File: config.mk
export PLATFORM = sky130hd
export DESIGN_NAME = cg_rvarch_instr_encoder
export DESIGN_NICKNAME = d
export VERILOG_FILES = /design/src/rtl/cg_rvarch_instr_encoder.sv
export SDC_FILE = /design/constraint.sdc
export NUM_CORES = 1
export LEC_CHECK = 0
export BUFFER_PORTS_ARGS = -buffer_cell sky130_fd_sc_hd__buf_2
export CORE_ASPECT_RATIO = 1.25
export CORE_MARGIN = 2
export CORE_UTILIZATION = 54
export CTS_BUF_LIST = sky130_fd_sc_hd__clkbuf_16
export CTS_CLUSTER_SIZE = 30
export DETAILED_ROUTE_END_ITERATION = 8
export GPL_TIMING_DRIVEN = 0
export PLACE_DENSITY_LB_ADDON = 0.05
export SETUP_SLACK_MARGIN = 0.2
export SLEW_MARGIN = 20
export SYNTH_ARGS = -nofsm -noshare
export SYNTH_HDL_FRONTEND = slang
export SYNTH_SLANG_ARGS = --single-unit
export TNS_END_PERCENT = 5
File: constraint.sdc
create_clock -name i_clk -period 2.2 [get_ports i_clk]
set_input_delay 0.22 -clock i_clk [delete_from_list [all_inputs] [get_ports i_clk]]
set_output_delay 0.22 -clock i_clk [all_outputs]
set_load 0.1 [all_outputs]
File: src/rtl/cg_rvarch_instr_encoder.sv
// rtl/cg_rvarch_instr_encoder.sv - streaming RV32 instruction encoder with LI expansion
module cg_rvarch_instr_encoder #(
  parameter int INSTR_WIDTH = 32
) (
  input  logic                   i_clk,
  input  logic                   i_rst_n,
  input  logic                   i_valid,
  output logic                   o_ready,
  input  logic [2:0]             i_fmt,
  input  logic [6:0]             i_opcode,
  input  logic [4:0]             i_rd,
  input  logic [4:0]             i_rs1,
  input  logic [4:0]             i_rs2,
  input  logic [2:0]             i_funct3,
  input  logic [6:0]             i_funct7,
  input  logic [31:0]            i_imm,
  output logic                   o_valid,
  input  logic                   i_ready,
  output logic [INSTR_WIDTH-1:0] o_instr,
  output logic                   o_err,
  output logic                   o_last
);

  localparam logic [2:0] FMT_R  = 3'd0;
  localparam logic [2:0] FMT_I  = 3'd1;
  localparam logic [2:0] FMT_S  = 3'd2;
  localparam logic [2:0] FMT_B  = 3'd3;
  localparam logic [2:0] FMT_U  = 3'd4;
  localparam logic [2:0] FMT_J  = 3'd5;
  localparam logic [2:0] FMT_LI = 3'd6;

  localparam logic [6:0] OP_ADDI = 7'h13;
  localparam logic [6:0] OP_LUI  = 7'h37;

  typedef enum logic [1:0] {
    EMPTY     = 2'd0,
    FULL      = 2'd1,
    FULL_PEND = 2'd2
  } state_t;

  state_t state, state_nxt;

  logic [31:0] word_a;
  logic        err_a;
  logic        split;
  logic [31:0] word_b;
  logic [31:0] pend_instr;
  logic [31:0] li_sum;
  logic [19:0] li_hi;
  logic [11:0] li_lo;
  logic        opc_bad;
  logic        sext11_ok;
  logic        sext12_ok;
  logic        sext20_ok;
  logic        accept;
  logic        pend_move;

  assign o_valid   = (state != EMPTY);
  assign o_ready   = (state == EMPTY) || ((state == FULL) && i_ready);
  assign accept    = i_valid && o_ready;
  assign pend_move = (state == FULL_PEND) && i_ready;

  // LI splits as hi/lo with the +0x800 rounding so the sign-extended ADDI lands on V
  assign li_sum    = i_imm + 32'h0000_0800;
  assign li_hi     = li_sum[31:12];
  assign li_lo     = i_imm[11:0];

  // Immediate fits when all bits above the encodable range match the sign bit
  assign opc_bad   = (i_opcode[1:0] != 2'b11);
  assign sext11_ok = (&i_imm[31:11]) || !(|i_imm[31:11]);
  assign sext12_ok = (&i_imm[31:12]) || !(|i_imm[31:12]);
  assign sext20_ok = (&i_imm[31:20]) || !(|i_imm[31:20]);

  // Field packing and legality for the incoming request
  always_comb begin
    word_a = 32'h0;
    err_a  = 1'b0;
    split  = 1'b0;
    word_b = 32'h0;
    case (i_fmt)
      FMT_R: begin
        word_a = {i_funct7, i_rs2, i_rs1, i_funct3, i_rd, i_opcode};
        err_a  = opc_bad;
      end
      FMT_I: begin
        word_a = {i_imm[11:0], i_rs1, i_funct3, i_rd, i_opcode};
        err_a  = opc_bad || !sext11_ok;
      end
      FMT_S: begin
        word_a = {i_imm[11:5], i_rs2, i_rs1, i_funct3, i_imm[4:0], i_opcode};
        err_a  = opc_bad || !sext11_ok;
      end
      FMT_B: begin
        word_a = {i_imm[12], i_imm[10:5], i_rs2, i_rs1, i_funct3, i_imm[4:1], i_imm[11], i_opcode};
        err_a  = opc_bad || !sext12_ok || i_imm[0];
      end
      FMT_U: begin
        word_a = {i_imm[31:12], i_rd, i_opcode};
        err_a  = opc_bad || (i_imm[11:0] != 12'h0);
      end
      FMT_J: begin
        word_a = {i_imm[20], i_imm[10:1], i_imm[11], i_imm[19:12], i_rd, i_opcode};
        err_a  = opc_bad || !sext20_ok || i_imm[0];
      end
      FMT_LI: begin
        if (li_hi == 20'h0) begin
          word_a = {li_lo, 5'd0, 3'b000, i_rd, OP_ADDI};
        end else if (li_lo == 12'h0) begin
          word_a = {li_hi, i_rd, OP_LUI};
        end else begin
          word_a = {li_hi, i_rd, OP_LUI};
          word_b = {li_lo, i_rd, 3'b000, i_rd, OP_ADDI};
          split  = 1'b1;
        end
      end
      default: begin
        word_a = 32'h0;
        err_a  = 1'b1;
      end
    endcase
  end

  // State register
  always_ff @(posedge i_clk or negedge i_rst_n) begin
    if (!i_rst_n) begin
      state <= EMPTY;
    end else begin
      state <= state_nxt;
    end
  end

  // Next state: a pending ADDI always passes through FULL before the slot can empty
  always_comb begin
    state_nxt = state;
    case (state)
      EMPTY: begin
        if (accept) state_nxt = split ? FULL_PEND : FULL;
      end
      FULL: begin
        if (accept)       state_nxt = split ? FULL_PEND : FULL;
        else if (i_ready) state_nxt = EMPTY;
      end
      FULL_PEND: begin
        if (i_ready) state_nxt = FULL;
      end
      default: state_nxt = EMPTY;
    endcase
  end

  // Output word and pending ADDI registers; held unless a load is due
  always_ff @(posedge i_clk or negedge i_rst_n) begin
    if (!i_rst_n) begin
      o_instr    <= '0;
      o_err      <= 1'b0;
      o_last     <= 1'b0;
      pend_instr <= 32'h0;
    end else if (accept) begin
      o_instr    <= word_a;
      o_err      <= err_a;
      o_last     <= !split;
      pend_instr <= word_b;
    end else if (pend_move) begin
      o_instr    <= pend_instr;
      o_err      <= 1'b0;
      o_last     <= 1'b1;
    end
  end

endmodule

## Word level (Yosys, flattened, before mapping)

Index checks and enable logic that the tools add are counted.

| word-level totals | value |
|---|---|
| register bits after elaboration | 68 |
| output and inout bits | 36 |
| input port bits | 71 |
| logic and storage cells | 74 |

| cells by class | value |
|---|---|
| multiplexer cells | 21 |
| reduce and logical (&&, ||, !) cells | 35 |
| add/sub/neg operators | 1 |
| equal/unequal tests | 12 |

Operator list:

| kind | number |
|---|---|
| 32-bit one-hot mux with 7 select lines | 1 |
| 32-bit two-way mux | 6 |
| 32-bit by 12-bit adder with 32-bit output (second input constant) | 1 |
| 21-bit AND reduction | 1 |
| 21-bit OR reduction | 1 |
| 20-bit logical NOT | 1 |
| 20-bit AND reduction | 1 |
| 20-bit OR reduction | 1 |
| 12-bit logical NOT | 1 |
| 12-bit AND reduction | 1 |
| 12-bit nonzero test | 1 |
| 12-bit OR reduction | 1 |
| 1-bit logical OR | 10 |
| 2-bit two-way mux | 5 |
| 3-bit == test (second input constant) | 3 |
| 1-bit logical NOT | 7 |
| 1-bit two-way mux | 7 |
| 3-bit by 2-bit == test with 1-bit output (second input constant) | 2 |
| 2-bit != test (second input constant) | 3 |
| 1-bit one-hot mux with 6 select lines | 1 |
| 2-bit one-hot mux with 3 select lines | 1 |
| 2-bit nonzero test | 2 |
| 3-bit by 1-bit == test with 1-bit output (second input constant) | 1 |
| 1-bit logical AND | 3 |
| 7 further kinds | 7 |

## Logic depth before layout (Yosys ltp)

Gate-level depths: netlist of run 1.

| depth | value |
|---|---|
| depth in word-level cells | 8 |
| mapped depth | 11 |
| mapped depth without buffers | 9 |

## Worst setup path before layout of run 1

OpenSTA, ideal clock, no wires.

| timing | value |
|---|---|
| path type | flip-flop to flip-flop |
| start | reg state[0] |
| end | reg o_instr[25] |
| path buffers | 1 |
| clock period less this slack | 3.201 ns |
| required time | 2.066 ns |
| stages on the path, launching flop included | 8 |
| path slack | -1.001 ns |
| data arrival time | 3.067 ns |
| library setup time | 0.134 ns |
| cell sequence | dfrtp_1 > nor2b_1 > nor2_1 > nand2_1 > clkbuf_1 > and2_1 > a2111oi_0 > a21oi_1 |

| on the way | value |
|---|---|
| word-level cells in the longest chain between the ends | 5 |
| elaborated cells between the ends (all ways) | 9 |
| those cells by class | eq/ne: 2; mux: 1; reduce/logical: 6 |

Ends and longest elaborated chain:

| item | RTL line | RTL |
|---|---|---|
| start: declaration | 41 | `state_t state, state_nxt;` |
| start signal: assignment | 128 | `state <= state_nxt;` |
| 2-bit by 1-bit == test with 1-bit output | 59 | `assign o_ready = (state == EMPTY) \|\| ((state == FULL) && i_ready);` |
| 1-bit logical AND | 59 |  |
| 1-bit logical OR * | 59 |  |
| net o_ready | 8 | `output logic o_ready,` |
| 1-bit logical AND * | 60 | `assign accept = i_valid && o_ready;` |
| 32-bit two-way mux or 2-bit nonzero test (tied branches) | - |  |
| end signal: assignment | 158 | `o_instr <= word_a;` |
| end signal: assignment | 163 | `o_instr <= pend_instr;` |
| end: declaration | 19 | `output logic [INSTR_WIDTH-1:0] o_instr,` |

Mark *: on every way through the listed nets, which the timed path passes. The rest lies on a longest branch.
A chain may end at the register's enable or synchronous reset.

## Final worst setup path of run 1

| timing | value |
|---|---|
| start | in i_imm[16] |
| end | reg pend_instr[26] |

| on the way | value |
|---|---|
| word-level cells in the longest chain between the ends | 4 |

Ends and longest elaborated chain:

| item | RTL line | RTL |
|---|---|---|
| start: declaration | 16 | `input logic [31:0] i_imm,` |
| 32-bit by 12-bit adder with 32-bit output | 64 | `assign li_sum = i_imm + 32'h0000_0800;` |
| 20-bit logical NOT | 106 | `if (li_hi == 20'h0) begin` |
| 32-bit two-way mux | 106 |  |
| 32-bit two-way mux | 80 | `case (i_fmt)` |
| end signal: assignment | 161 | `pend_instr <= word_b;` |
| end: declaration | 47 | `logic [31:0] pend_instr;` |

No other way between the ends.

==> results of run 1 <==
sequential cells by signal, indices dropped and copies added (netlist names):
signal and flops:
o_last 1, pend_instr 18, o_instr 32, state 2
o_err 1
metal layers:
layer	track usage (%)	share of wire (%)
met1	43.34	38
met2	62.24	50
met3	4.265	7.8
met4	16.04	4.3
met5	0	0
final timing paths:
path | startpoint | cells after the start | endpoint
max | i_imm[16] | 11 | pend_instr[26]$_DFFE_PN0P_
min reg2reg | o_instr[5]$_DFFE_PN0P_ | 1 | o_instr[5]$_DFFE_PN0P_
min in group asynchronous | i_rst_n | 2 | o_instr[0]$_DFFE_PN0P_
min | i_opcode[3] | 2 | o_instr[3]$_DFFE_PN0P_
max in group asynchronous | i_rst_n | 2 | pend_instr[16]$_DFFE_PN0P_
max reg2reg | state[0]$_DFFE_PN0P_ | 7 | o_instr[17]$_DFFE_PN0P_
layout make-up:
class	instances	area (sq um)
well taps	90	112.6
flip-flops and latches	54	1351
repair buffers	119	724.4
fillers	534	1754
multi-input cells	358	2582
plain buffers	41	289.0
clock buffers	5	125.1
inverters	17	63.81
clock inverters	3	16.27
critical path, cell delays in order:
cell and delay (ns):
sky130_fd_sc_hd__buf_4 0.14, sky130_fd_sc_hd__nand3_4 0.11, sky130_fd_sc_hd__buf_12 0.17, sky130_fd_sc_hd__nor4_4 0.32, sky130_fd_sc_hd__xor2_2 0.16, sky130_fd_sc_hd__nor4_4 0.30
sky130_fd_sc_hd__nand4_4 0.20, sky130_fd_sc_hd__o21ai_4 0.29, sky130_fd_sc_hd__nor3_4 0.10, sky130_fd_sc_hd__buf_6 0.14, sky130_fd_sc_hd__a22o_1 0.19
logic make-up after synthesis:
| family | after synthesis |
|---|---|
| xor+xnor | 17 |
| mux | 6 |
| flops | 54 |
| compound gates | 175 |
| fa+ha+maj | 2 |
| simple gates | 158 |
| buf+inv | 58 |
cell usage after synthesis, types with 12 or more instances:
| master | instances | area share (%) |
|---|---|---|
| sky130_fd_sc_hd__xnor2_1 | 14 | 3.1 |
| sky130_fd_sc_hd__dfrtp_1 | 54 | 34 |
| sky130_fd_sc_hd__nand2_1 | 29 | 2.8 |
| sky130_fd_sc_hd__inv_1 | 17 | 1.6 |
| sky130_fd_sc_hd__a22o_1 | 16 | 3.5 |
| sky130_fd_sc_hd__a22oi_1 | 15 | 2.9 |
| sky130_fd_sc_hd__clkbuf_1 | 25 | 2.4 |
| sky130_fd_sc_hd__o21ai_0 | 41 | 5.2 |
| sky130_fd_sc_hd__nor2_1 | 37 | 3.5 |
| sky130_fd_sc_hd__nor3_1 | 12 | 1.5 |
| sky130_fd_sc_hd__a21oi_1 | 34 | 4.3 |
power groups by stage:
stage	clock network, mW	registers (mW)	logic (mW)
2_1_floorplan	0	2.05	0.458
3_3_place_gp	0	1.21	1.65
3_5_place_dp	0	1.22	1.67
4_1_cts	0.765	1.20	1.72
5_1_grt	0.796	1.22	1.84
6_report	0.772	1.20	1.76
layout by cell type (no fill, tap or decap), types with 5 or more instances in the layout:
master	Yosys	routed
sky130_fd_sc_hd__o21ai_1	2	9
sky130_fd_sc_hd__nand4_1	10	10
sky130_fd_sc_hd__nor3_1	12	10
sky130_fd_sc_hd__nor2_1	37	32
sky130_fd_sc_hd__o21ai_0	41	33
sky130_fd_sc_hd__o22ai_1	9	9
sky130_fd_sc_hd__a211oi_1	8	8
sky130_fd_sc_hd__xnor2_1	14	13
sky130_fd_sc_hd__buf_2	9	87
sky130_fd_sc_hd__mux2i_1	5	5
sky130_fd_sc_hd__and2_1	6	6
sky130_fd_sc_hd__buf_4	2	27
sky130_fd_sc_hd__clkbuf_1	25	8
sky130_fd_sc_hd__a21oi_1	34	33
sky130_fd_sc_hd__nor2b_1	10	10
sky130_fd_sc_hd__clkbuf_16	0	5
sky130_fd_sc_hd__buf_6	3	14
sky130_fd_sc_hd__dfrtp_1	54	54
sky130_fd_sc_hd__clkbuf_2	1	15
sky130_fd_sc_hd__nand2_1	29	27
sky130_fd_sc_hd__a31oi_1	5	5
sky130_fd_sc_hd__nor4_1	9	7
sky130_fd_sc_hd__nand3_1	10	9
sky130_fd_sc_hd__inv_1	17	17
sky130_fd_sc_hd__a22oi_1	15	14
sky130_fd_sc_hd__a22o_1	16	16
sky130_fd_sc_hd__a21o_1	7	7
what timing repair did:
action	in CTS	in global routing
endpoints found under the setup margin	51	54
cloned	1	0
setup buffers	22	2
endpoints found under the hold margin	40	0
pin swaps	19	25
hold buffers	1	0
resized for setup	43	49
==> flow_summary.json, run 1 <==
{
  "status": "completed",
  "layout.cell_area.non_filler_sq_mm": 0.005265,
  "worst-endpoint-arrival_ns": 2.35,
  "min_period_ns": 2.169,
  "power.share.sequential_pct": 32.2,
  "gp_routability_congestion": 0.9889,
  "die_h_um": 99.62,
  "critPathMaxFanout": 10,
  "utilization_pct": 75.01,
  "synth_top_family_by_area": "compound AO/OA/AOI/OAI gates",
  "finalSetupTns_ns": 0,
  "synth_adder_area_share_pct": 0.6335,
  "total_power_mw": 3.734,
  "numCtsBuffers": 5,
  "required_ns": 2.38,
  "report.final.setup_viol": 0,
  "ys_seq_elements": 54,
  "syn-num-nets": 543,
  "place_worst_setup_slack_ns": -0.7916,
  "ys_dominant_reg_cell": "sky130_fd_sc_hd__dfrtp_1",
  "netlist_instances": 470,
  "ant_nets": 0,
  "yosys_warnings": 0,
  "ctsLongestPathBuffers": 2,
  "cts_tree": "built",
  "largest_net_degree_at_the_start_of_global_routing": 55,
  "async_flop_share_pct": 100.0,
  "grt_first_pass_wirelength_um": 22090,
  "regToRegSetupSlack_ns": 0.23,
  "synthXorXnorAreaFrac_pct": 3.769,
  "worst_slack_ns": 0.03058,
  "clk_transition_reported_paths_ns": 0.07,
  "cts-htree-levels": 2,
  "worstSetupStartpointType": "primary input",
  "chipWidth_um": 80.50,
  "avgRoutedWirePerCell_um": 20.66,
  "placedInstanceArea_sq_mm": 0.004628,
  "grt_antenna_before_repair": 0,
  "boundaryPins": 107,
  "detailedRoute.firstIterationViolations": 381,
  "cts_sinks": 54,
  "timing.max_slew.rel_slack_pct": 45.70,
  "clock_latency_late_sink_ns": 0.29,
  "remaining_drc_errors": 0,
  "clockPowerShare_pct": 20.7,
  "synth.mux.area_fraction_pct": 1.552,
  "floorplan.initialDensity_pct": 56.27,
  "power.ir.vdd_worst_v": 0.0006078,
  "final_nets": 669,
  "dp_hpwl_um": 10310,
  "totalWireLength_um": 14190,
  "netSwitchingFraction_pct": 48.65,
  "n_antenna_cell": 0,
  "switching_power_mw": 1.817,
  "power_per_cell_area_mw_per_mm2": 709.3,
  "placement_rows": 34,
  "post-place-cells": 653,
  "cts.root.buffer_cell": "sky130_fd_sc_hd__clkbuf_16",
  "final.period_utilization_pct": 98.61,
  "timing_max_transition_violations_final": 0,
  "max_freq_ghz": 0.4610,
  "post_synthesis_mean_instance_area_sq_um": 8.404,
  "whs_ns": 0.1750,
  "min_path_type": "in2reg",
  "vias_in_the_first_global_route": 4385,
  "synth_compound_gate_area_share_pct": 29.87,
  "slew_worst_pin_ns": 0.8115,
  "number_of_synthesized_flops_with_an_enable_pin": 0,
  "setup.worst_path.class": "in2reg",
  "internal_power_mw": 1.918,
  "core_sq_mm": 0.007019,
  "synth_simple_gate_area_share_pct": 23.38,
  "via_count": 4473,
  "syn2layout_area_growth_pct": 33.29,
  "aggregate_global_route_resource_usage_pct": 35.61,
  "rsz0062_at_grt": "yes",
  "worst_setup_path_end_kind": "flip-flop",
  "final_cell_count_no_fill": 687,
  "cellLeakagePower_nw": 2.372,
  "power_frac_comb_pct": 47.2,
  "drive_above_1_share_pct": 33.84,
  "gr-total-overflow": 0,
  "synth-seq-area-share_pct": 34.21,
  "cap_viol_max_count": 0,
  "yosys.cell_types.count": 64,
  "synth_area_sq_mm": 0.003950,
  "drt_pre_antenna_iters": 6,
  "dieArea_sq_mm": 0.008019,
  "fin_skew_ns": 0.002249,
  "via_per_inst": 6.511,
  "hold_viol_final": 0,
  "count_of_input_and_output_buffers": 93
}
No activity file was read; power rests on OpenSTA's default activity.
==> inputs of run 2 (changes only) <==
--- a/constraint.sdc
+++ b/constraint.sdc
@@ -3,2 +3,2 @@
 set_output_delay 0.22 -clock i_clk [all_outputs]
-set_load 0.1 [all_outputs]
+set_load 0.05 [all_outputs]
==> run 2 against run 1 <==
The flow now finishes with violations (setup timing). Sequential power about the same. Worst hold slack improved by 0.012 ns. Sequential share of layout area down 0.89 points. Routed wire length is 2.3% higher. Critical path depth grew 2. Clock power increased by 12%. First-iteration DRC count increased by 11%. Largest cell class unchanged. Register-to-register slack lost 0.17 ns. Setup slack lost 0.14 ns. Core utilization increased by 2.7 points.
==> flow_summary.json, run 2 (same netlist as run 1, synthesis figures left out) <==
{
  "routedLengthMet1_um": 5536,
  "gr-total-overflow": 0,
  "power_per_cell_area_mw_per_mm2": 618.7,
  "max_freq_ghz": 0.4339,
  "floorplan.initialDensity_pct": 56.27,
  "clock_latency_late_sink_ns": 0.29,
  "via_per_inst": 6.632,
  "via_count": 4689,
  "avgRoutedWirePerCell_um": 20.54,
  "totalWireLength_um": 14530,
  "cts_tree": "built",
  "timing_max_transition_violations_final": 0,
  "met2RoutedLength_um": 7202,
  "final_nets": 690,
  "slowest_stage": "sky130_fd_sc_hd__nor4_4",
  "timing.max_slew.rel_slack_pct": 45.61,
  "worst-path-buf-inv": 4,
  "final_cell_count_no_fill": 707,
  "layout_top_registers": "o_instr (32), pend_instr (18), state (2)",
  "violations": "setup timing",
  "dp_hpwl_um": 10050,
  "remaining_drc_errors": 0,
  "min_path_type": "in2reg",
  "chipWidth_um": 80.50,
  "post-place-cells": 653,
  "top_layer_used": "met4",
  "worst_stage_delay_on_the_critical_path_ns": 0.37,
  "rsz0062_at_grt": "yes",
  "report.final.setup_viol": 25,
  "worstSetupStartpointType": "primary input",
  "crit_family": "simple AND/OR/NAND/NOR gates",
  "max_flop_register": "o_instr",
  "core_sq_mm": 0.007019,
  "n_antenna_cell": 0,
  "cts-htree-levels": 2,
  "detailedRoute.firstIterationViolations": 424,
  "ctsLongestPathBuffers": 2,
  "power.ir.vdd_worst_v": 0.0005506,
  "count_of_input_and_output_buffers": 93,
  "drt_pre_antenna_iters": 5,
  "required_ns": 2.37,
  "final.period_utilization_pct": 104.8,
  "status": "finished with violations",
  "die_h_um": 99.62,
  "place_worst_setup_slack_ns": -0.8358,
  "ant_nets": 0,
  "fin_skew_ns": 0.003916,
  "grt_first_pass_wirelength_um": 22200,
  "dr_wl_met3_um": 1165,
  "layout_common_cells": "sky130_fd_sc_hd__buf_2, sky130_fd_sc_hd__dfrtp_1, sky130_fd_sc_hd__buf_4",
  "min_period_ns": 2.305,
  "slew_worst_pin_ns": 0.8128,
  "commonest_non_fill_non_tap_cell_in_the_layout": "sky130_fd_sc_hd__buf_2",
  "boundaryPins": 107,
  "cellLeakagePower_nw": 2.477,
  "path_cells": "buf_8 -> ha_4 -> nand3_4 -> buf_6 -> nor4_4 -> nand3_1 -> a22oi_2 -> nand4_4 -> o21ai_4 -> nor3_4 -> buf_6 -> buf_6 -> a22o_1",
  "setup.worst_path.class": "in2reg",
  "critPathMaxFanout": 5,
  "utilization_pct": 77.70,
  "worst_setup_path_end_kind": "flip-flop",
  "grt_antenna_before_repair": 0,
  "hold_viol_final": 0,
  "cts.root.buffer_cell": "sky130_fd_sc_hd__clkbuf_16",
  "cap_viol_max_count": 0,
  "syn2layout_area_growth_pct": 38.07,
  "regToRegSetupSlack_ns": 0.06,
  "aggregate_global_route_resource_usage_pct": 35.47,
  "clk_transition_reported_paths_ns": 0.07,
  "worst_slack_ns": -0.1049,
  "gp_routability_congestion": 1.002,
  "cpMostUsedCell": "sky130_fd_sc_hd__buf_6",
  "drive_above_1_share_pct": 34.68,
  "dieArea_sq_mm": 0.008019,
  "largest_net_degree_at_the_start_of_global_routing": 55,
  "largest_register_ffs": 32,
  "worst-endpoint-arrival_ns": 2.48,
  "placement_rows": 34,
  "cts_sinks": 54,
  "numCtsBuffers": 5,
  "vias_in_the_first_global_route": 4432
}
-- run 2: where the power goes --
| part | switching, mW | internal, mW | leakage [nW] |
|---|---|---|---|
| registers | 0.0743 | 1.13 | 0.690 |
| clock network | 0.336 | 0.527 | 0.0773 |
| logic | 0.918 | 0.392 | 1.71 |
| total | 1.33 | 2.05 | 2.48 |
-- run 2: metal layers --
| layer | track usage [%] | vias to the layer above |
|---|---|---|
| met5 | 0 | - |
| met2 | 60.45 | 313 |
| li1 | - | 2075 |
| met4 | 18.12 | 0 |
| met1 | 42.21 | 2241 |
| met3 | 6.443 | 60 |
-- run 2: cell type report --
class	count	area, sq um
Multi-Input combinational cell	358	2542
Fill cell	506	1565
Sequential cell	54	1351
Timing Repair Buffer	140	935.9
Buffer	41	289.0
Clock buffer	5	125.1
Tap cell	90	112.6
Inverter	17	63.81
Clock inverter	2	33.78
-- run 2: worst paths after layout --
check | startpoint | to | cells after the start
setup reg to reg | state[0]$_DFFE_PN0P_ | pend_instr[22]$_DFFE_PN0P_ | 6
setup / recovery | i_imm[11] | pend_instr[22]$_DFFE_PN0P_ | 13
hold reg to reg | o_instr[10]$_DFFE_PN0P_ | o_instr[10]$_DFFE_PN0P_ | 2
max in group asynchronous | i_rst_n | o_instr[16]$_DFFE_PN0P_ | 2
min in group asynchronous | i_rst_n | o_instr[0]$_DFFE_PN0P_ | 2
hold / removal | i_opcode[6] | o_instr[6]$_DFFE_PN0P_ | 2
-- run 2: what timing repair did --
item	CTS	global route
setup buffers	33	11
endpoints found under the setup margin	54	54
hold buffers	1	0
resized for setup	53	35
endpoints found under the hold margin	28	0
gates cloned	2	0
pin swaps	30	20
-- run 2: per-stage QoR --
stage          TNS (ns)  cell area, sq um  power [mW]  hold slack (ns)
6_report        -0.9939              5454       3.374           0.1874
5_1_grt          -3.256              5454       3.506           0.1836
4_1_cts               0              5285       3.322           0.1835
3_5_place_dp     -26.13              4609       2.416           0.2970
3_3_place_gp     -23.30              4607       2.393           0.4534
2_1_floorplan  -0.01489              4029       2.053         -0.07559
==> inputs of run 3 (changes only) <==
--- a/config.mk
+++ b/config.mk
@@ -10,3 +10,3 @@
 export CORE_MARGIN = 2
-export CORE_UTILIZATION = 54
+export CORE_UTILIZATION = 58
 export CTS_BUF_LIST = sky130_fd_sc_hd__clkbuf_16
@@ -14,3 +14,2 @@
 export DETAILED_ROUTE_END_ITERATION = 8
-export GPL_TIMING_DRIVEN = 0
 export PLACE_DENSITY_LB_ADDON = 0.05
==> constraint.sdc (replaced) <==
create_clock -name i_clk -period 2.7 [get_ports i_clk]
set_input_delay 0.54 -clock i_clk [delete_from_list [all_inputs] [get_ports i_clk]]
set_output_delay 0.54 -clock i_clk [all_outputs]
set_load 0.05 [all_outputs]
==> run 3 against run 2 <==
The run now ends clean. Sequential power decreased by 17%. Global-route usage up 2.1 points. Non-clock buffer count decreased by 5. Core utilization up 2.1 points. Total power shrank 20%. Via count is 1.0% lower. Clock skew is 0.00075 ns higher. Worst hold slack improved by 0.17 ns. Routed wire length down 1.1%. Clock-buffer cell count stayed put. Register-to-register slack improved by 0.35 ns. Final area decreased by 3.9%. Critical endpoint is now pend_instr[29]$_DFFE_PN0P_.
==> flow_summary.json, run 3 (same netlist as run 1, synthesis figures left out) <==
{
  "clk_transition_reported_paths_ns": 0.07,
  "boundaryPins": 107,
  "avgRoutedWirePerCell_um": 20.52,
  "regToRegSetupSlack_ns": 0.41,
  "final.period_utilization_pct": 95.01,
  "place_worst_setup_slack_ns": -0.2627,
  "detailedRoute.firstIterationViolations": 813,
  "core_sq_mm": 0.006565,
  "cts_sinks": 54,
  "slew_worst_pin_ns": 0.9950,
  "worst_setup_path_end_kind": "flip-flop",
  "slowest_stage": "sky130_fd_sc_hd__or4_4",
  "final_cell_count_no_fill": 700,
  "min_path_type": "in2async",
  "remaining_drc_errors": 0,
  "fin_skew_ns": 0.004671,
  "required_ns": 2.88,
  "aggregate_global_route_resource_usage_pct": 37.54,
  "dieArea_sq_mm": 0.007490,
  "max_freq_ghz": 0.3898,
  "timing_max_transition_violations_final": 0,
  "cts_tree": "built",
  "rr_startpoint": "state[0]$_DFFE_PN0P_",
  "report.final.setup_viol": 0,
  "placement_rows": 33,
  "ant_nets": 0,
  "count_of_input_and_output_buffers": 106,
  "numCtsBuffers": 5,
  "grt_first_pass_wirelength_um": 22050,
  "cts.root.buffer_cell": "sky130_fd_sc_hd__clkbuf_16",
  "layout_top_registers": "o_instr (32), pend_instr (18), state (2)",
  "total_power_mw": 2.696,
  "timing.reg2reg.worst_path_depth": 6,
  "syn2layout_area_growth_pct": 32.66,
  "clock_latency_late_sink_ns": 0.29,
  "final_nets": 685,
  "chipWidth_um": 77.81,
  "die_h_um": 96.27,
  "timing.rr.end": "o_instr[1]$_DFFE_PN0P_",
  "path_cells": "buf_8 -> or4_4 -> a21oi_2 -> o311ai_2 -> nor4_2 -> nand4_4 -> o21ai_4 -> buf_6 -> nor2_1 -> a21o_1",
  "placedInstanceArea_sq_mm": 0.004931,
  "critPathMaxFanout": 6,
  "cellLeakagePower_nw": 2.425,
  "drive_above_1_share_pct": 34.42,
  "power.ir.vdd_worst_v": 0.0004925,
  "post-place-cells": 688,
  "whs_ns": 0.3541,
  "floorplan.initialDensity_pct": 60.17,
  "via_per_inst": 6.631,
  "layout_common_cells": "sky130_fd_sc_hd__buf_2, sky130_fd_sc_hd__buf_4, sky130_fd_sc_hd__dfrtp_1, sky130_fd_sc_hd__o21ai_0, sky130_fd_sc_hd__nor2_1",
  "largest_register_ffs": 32,
  "worst_stage_delay_on_the_critical_path_ns": 0.53,
  "worst-endpoint-arrival_ns": 2.75,
  "n_antenna_cell": 0,
  "drt_pre_antenna_iters": 8,
  "commonest_non_fill_non_tap_cell_in_the_layout": "sky130_fd_sc_hd__buf_2",
  "largest_net_degree_at_the_start_of_global_routing": 55,
  "ctsLongestPathBuffers": 2,
  "timing.max_slew.rel_slack_pct": 33.67,
  "worst_slack_ns": 0.1348,
  "hold_viol_final": 0,
  "dp_hpwl_um": 10390,
  "worstSetupStartpointType": "primary input",
  "cts-htree-levels": 2,
  "rsz0062_at_grt": "yes",
  "totalWireLength_um": 14370,
  "vias_in_the_first_global_route": 4428,
  "grt_antenna_before_repair": 0,
  "gp_routability_congestion": 0.9367,
  "max_flop_register": "o_instr",
  "status": "completed",
  "fillers": 465,
  "gr-total-overflow": 0,
  "layout.cell_area.non_filler_sq_mm": 0.005240,
  "via_count": 4642,
  "min_period_ns": 2.565,
  "cap_viol_max_count": 0,
  "setup.worst_path.class": "in2reg",
  "power_per_cell_area_mw_per_mm2": 514.6
}
-- run 3: power breakdown --
| part | internal, mW | leakage (nW) | switching (mW) |
|---|---|---|---|
| clock network | 0.341 | 0.0750 | 0.301 |
| registers | 0.918 | 0.690 | 0.0722 |
| logic | 0.317 | 1.66 | 0.748 |
| total | 1.58 | 2.43 | 1.12 |
-- run 3: per-stage QoR --
step	setup TNS (ns)	util, %
4_1_cts	0	77.84
2_1_floorplan	0	-
3_3_place_gp	-4.389	75.11
6_report	0	79.82
5_1_grt	0	79.82
3_5_place_dp	-6.070	75.11
-- run 3: repair_timing --
item | 4_1_cts | 5_1_grt
endpoints found under the setup margin | 31 | 38
buffers inserted | 0 | 3
pin swaps | 4 | 14
gates resized for setup | 6 | 32
gates cloned | 0 | 1
hold buffers | 0 | 0
-- run 3: critical path: cells and delay by family --
family,cells,cell delay [ns]
buffers and inverters,2,0.28
AO/OA/AOI/OAI,4,0.75
AND/OR/NAND/NOR,4,1.17
-- run 3: per-layer routing --
| metal | vias to the layer above | track usage [%] | share of wire (%) |
|---|---|---|---|
| met3 | 74 | 4.128 | 8.6 |
| met4 | 0 | 19.94 | 4.8 |
| met5 | - | 0 | 0 |
| met2 | 347 | 64.87 | 50 |
| li1 | 2050 | - | - |
| met1 | 2171 | 46.30 | 37 |
-- run 3: cell type report --
type                    instances  area [sq um]  share of cell area, %
well taps                      87         108.9                  2.077
multi-input cells             358          2462                  46.99
clock inverters                 3         17.52                 0.3343
flip-flops and latches         54          1351                  25.79
repair buffers                176          1111                  21.20
clock buffers                   5         125.1                  2.388
inverters                      17         63.81                  1.218
-- run 3: worst max path at each step --
stage,start,to,slack (ns),cells after the start
floorplan,i_imm[15],pend_instr[19]$_DFFE_PN0P_,0.16,11
finish,i_imm[19],pend_instr[29]$_DFFE_PN0P_,0.13,10
detailed placement,i_imm[12],o_instr[21]$_DFFE_PN0P_,-0.26,11
CTS,i_imm[16],o_instr[21]$_DFFE_PN0P_,0.21,10
global placement,i_imm[12],o_instr[16]$_DFFE_PN0P_,-0.18,11
global route,i_imm[19],o_instr[15]$_DFFE_PN0P_,0.02,10
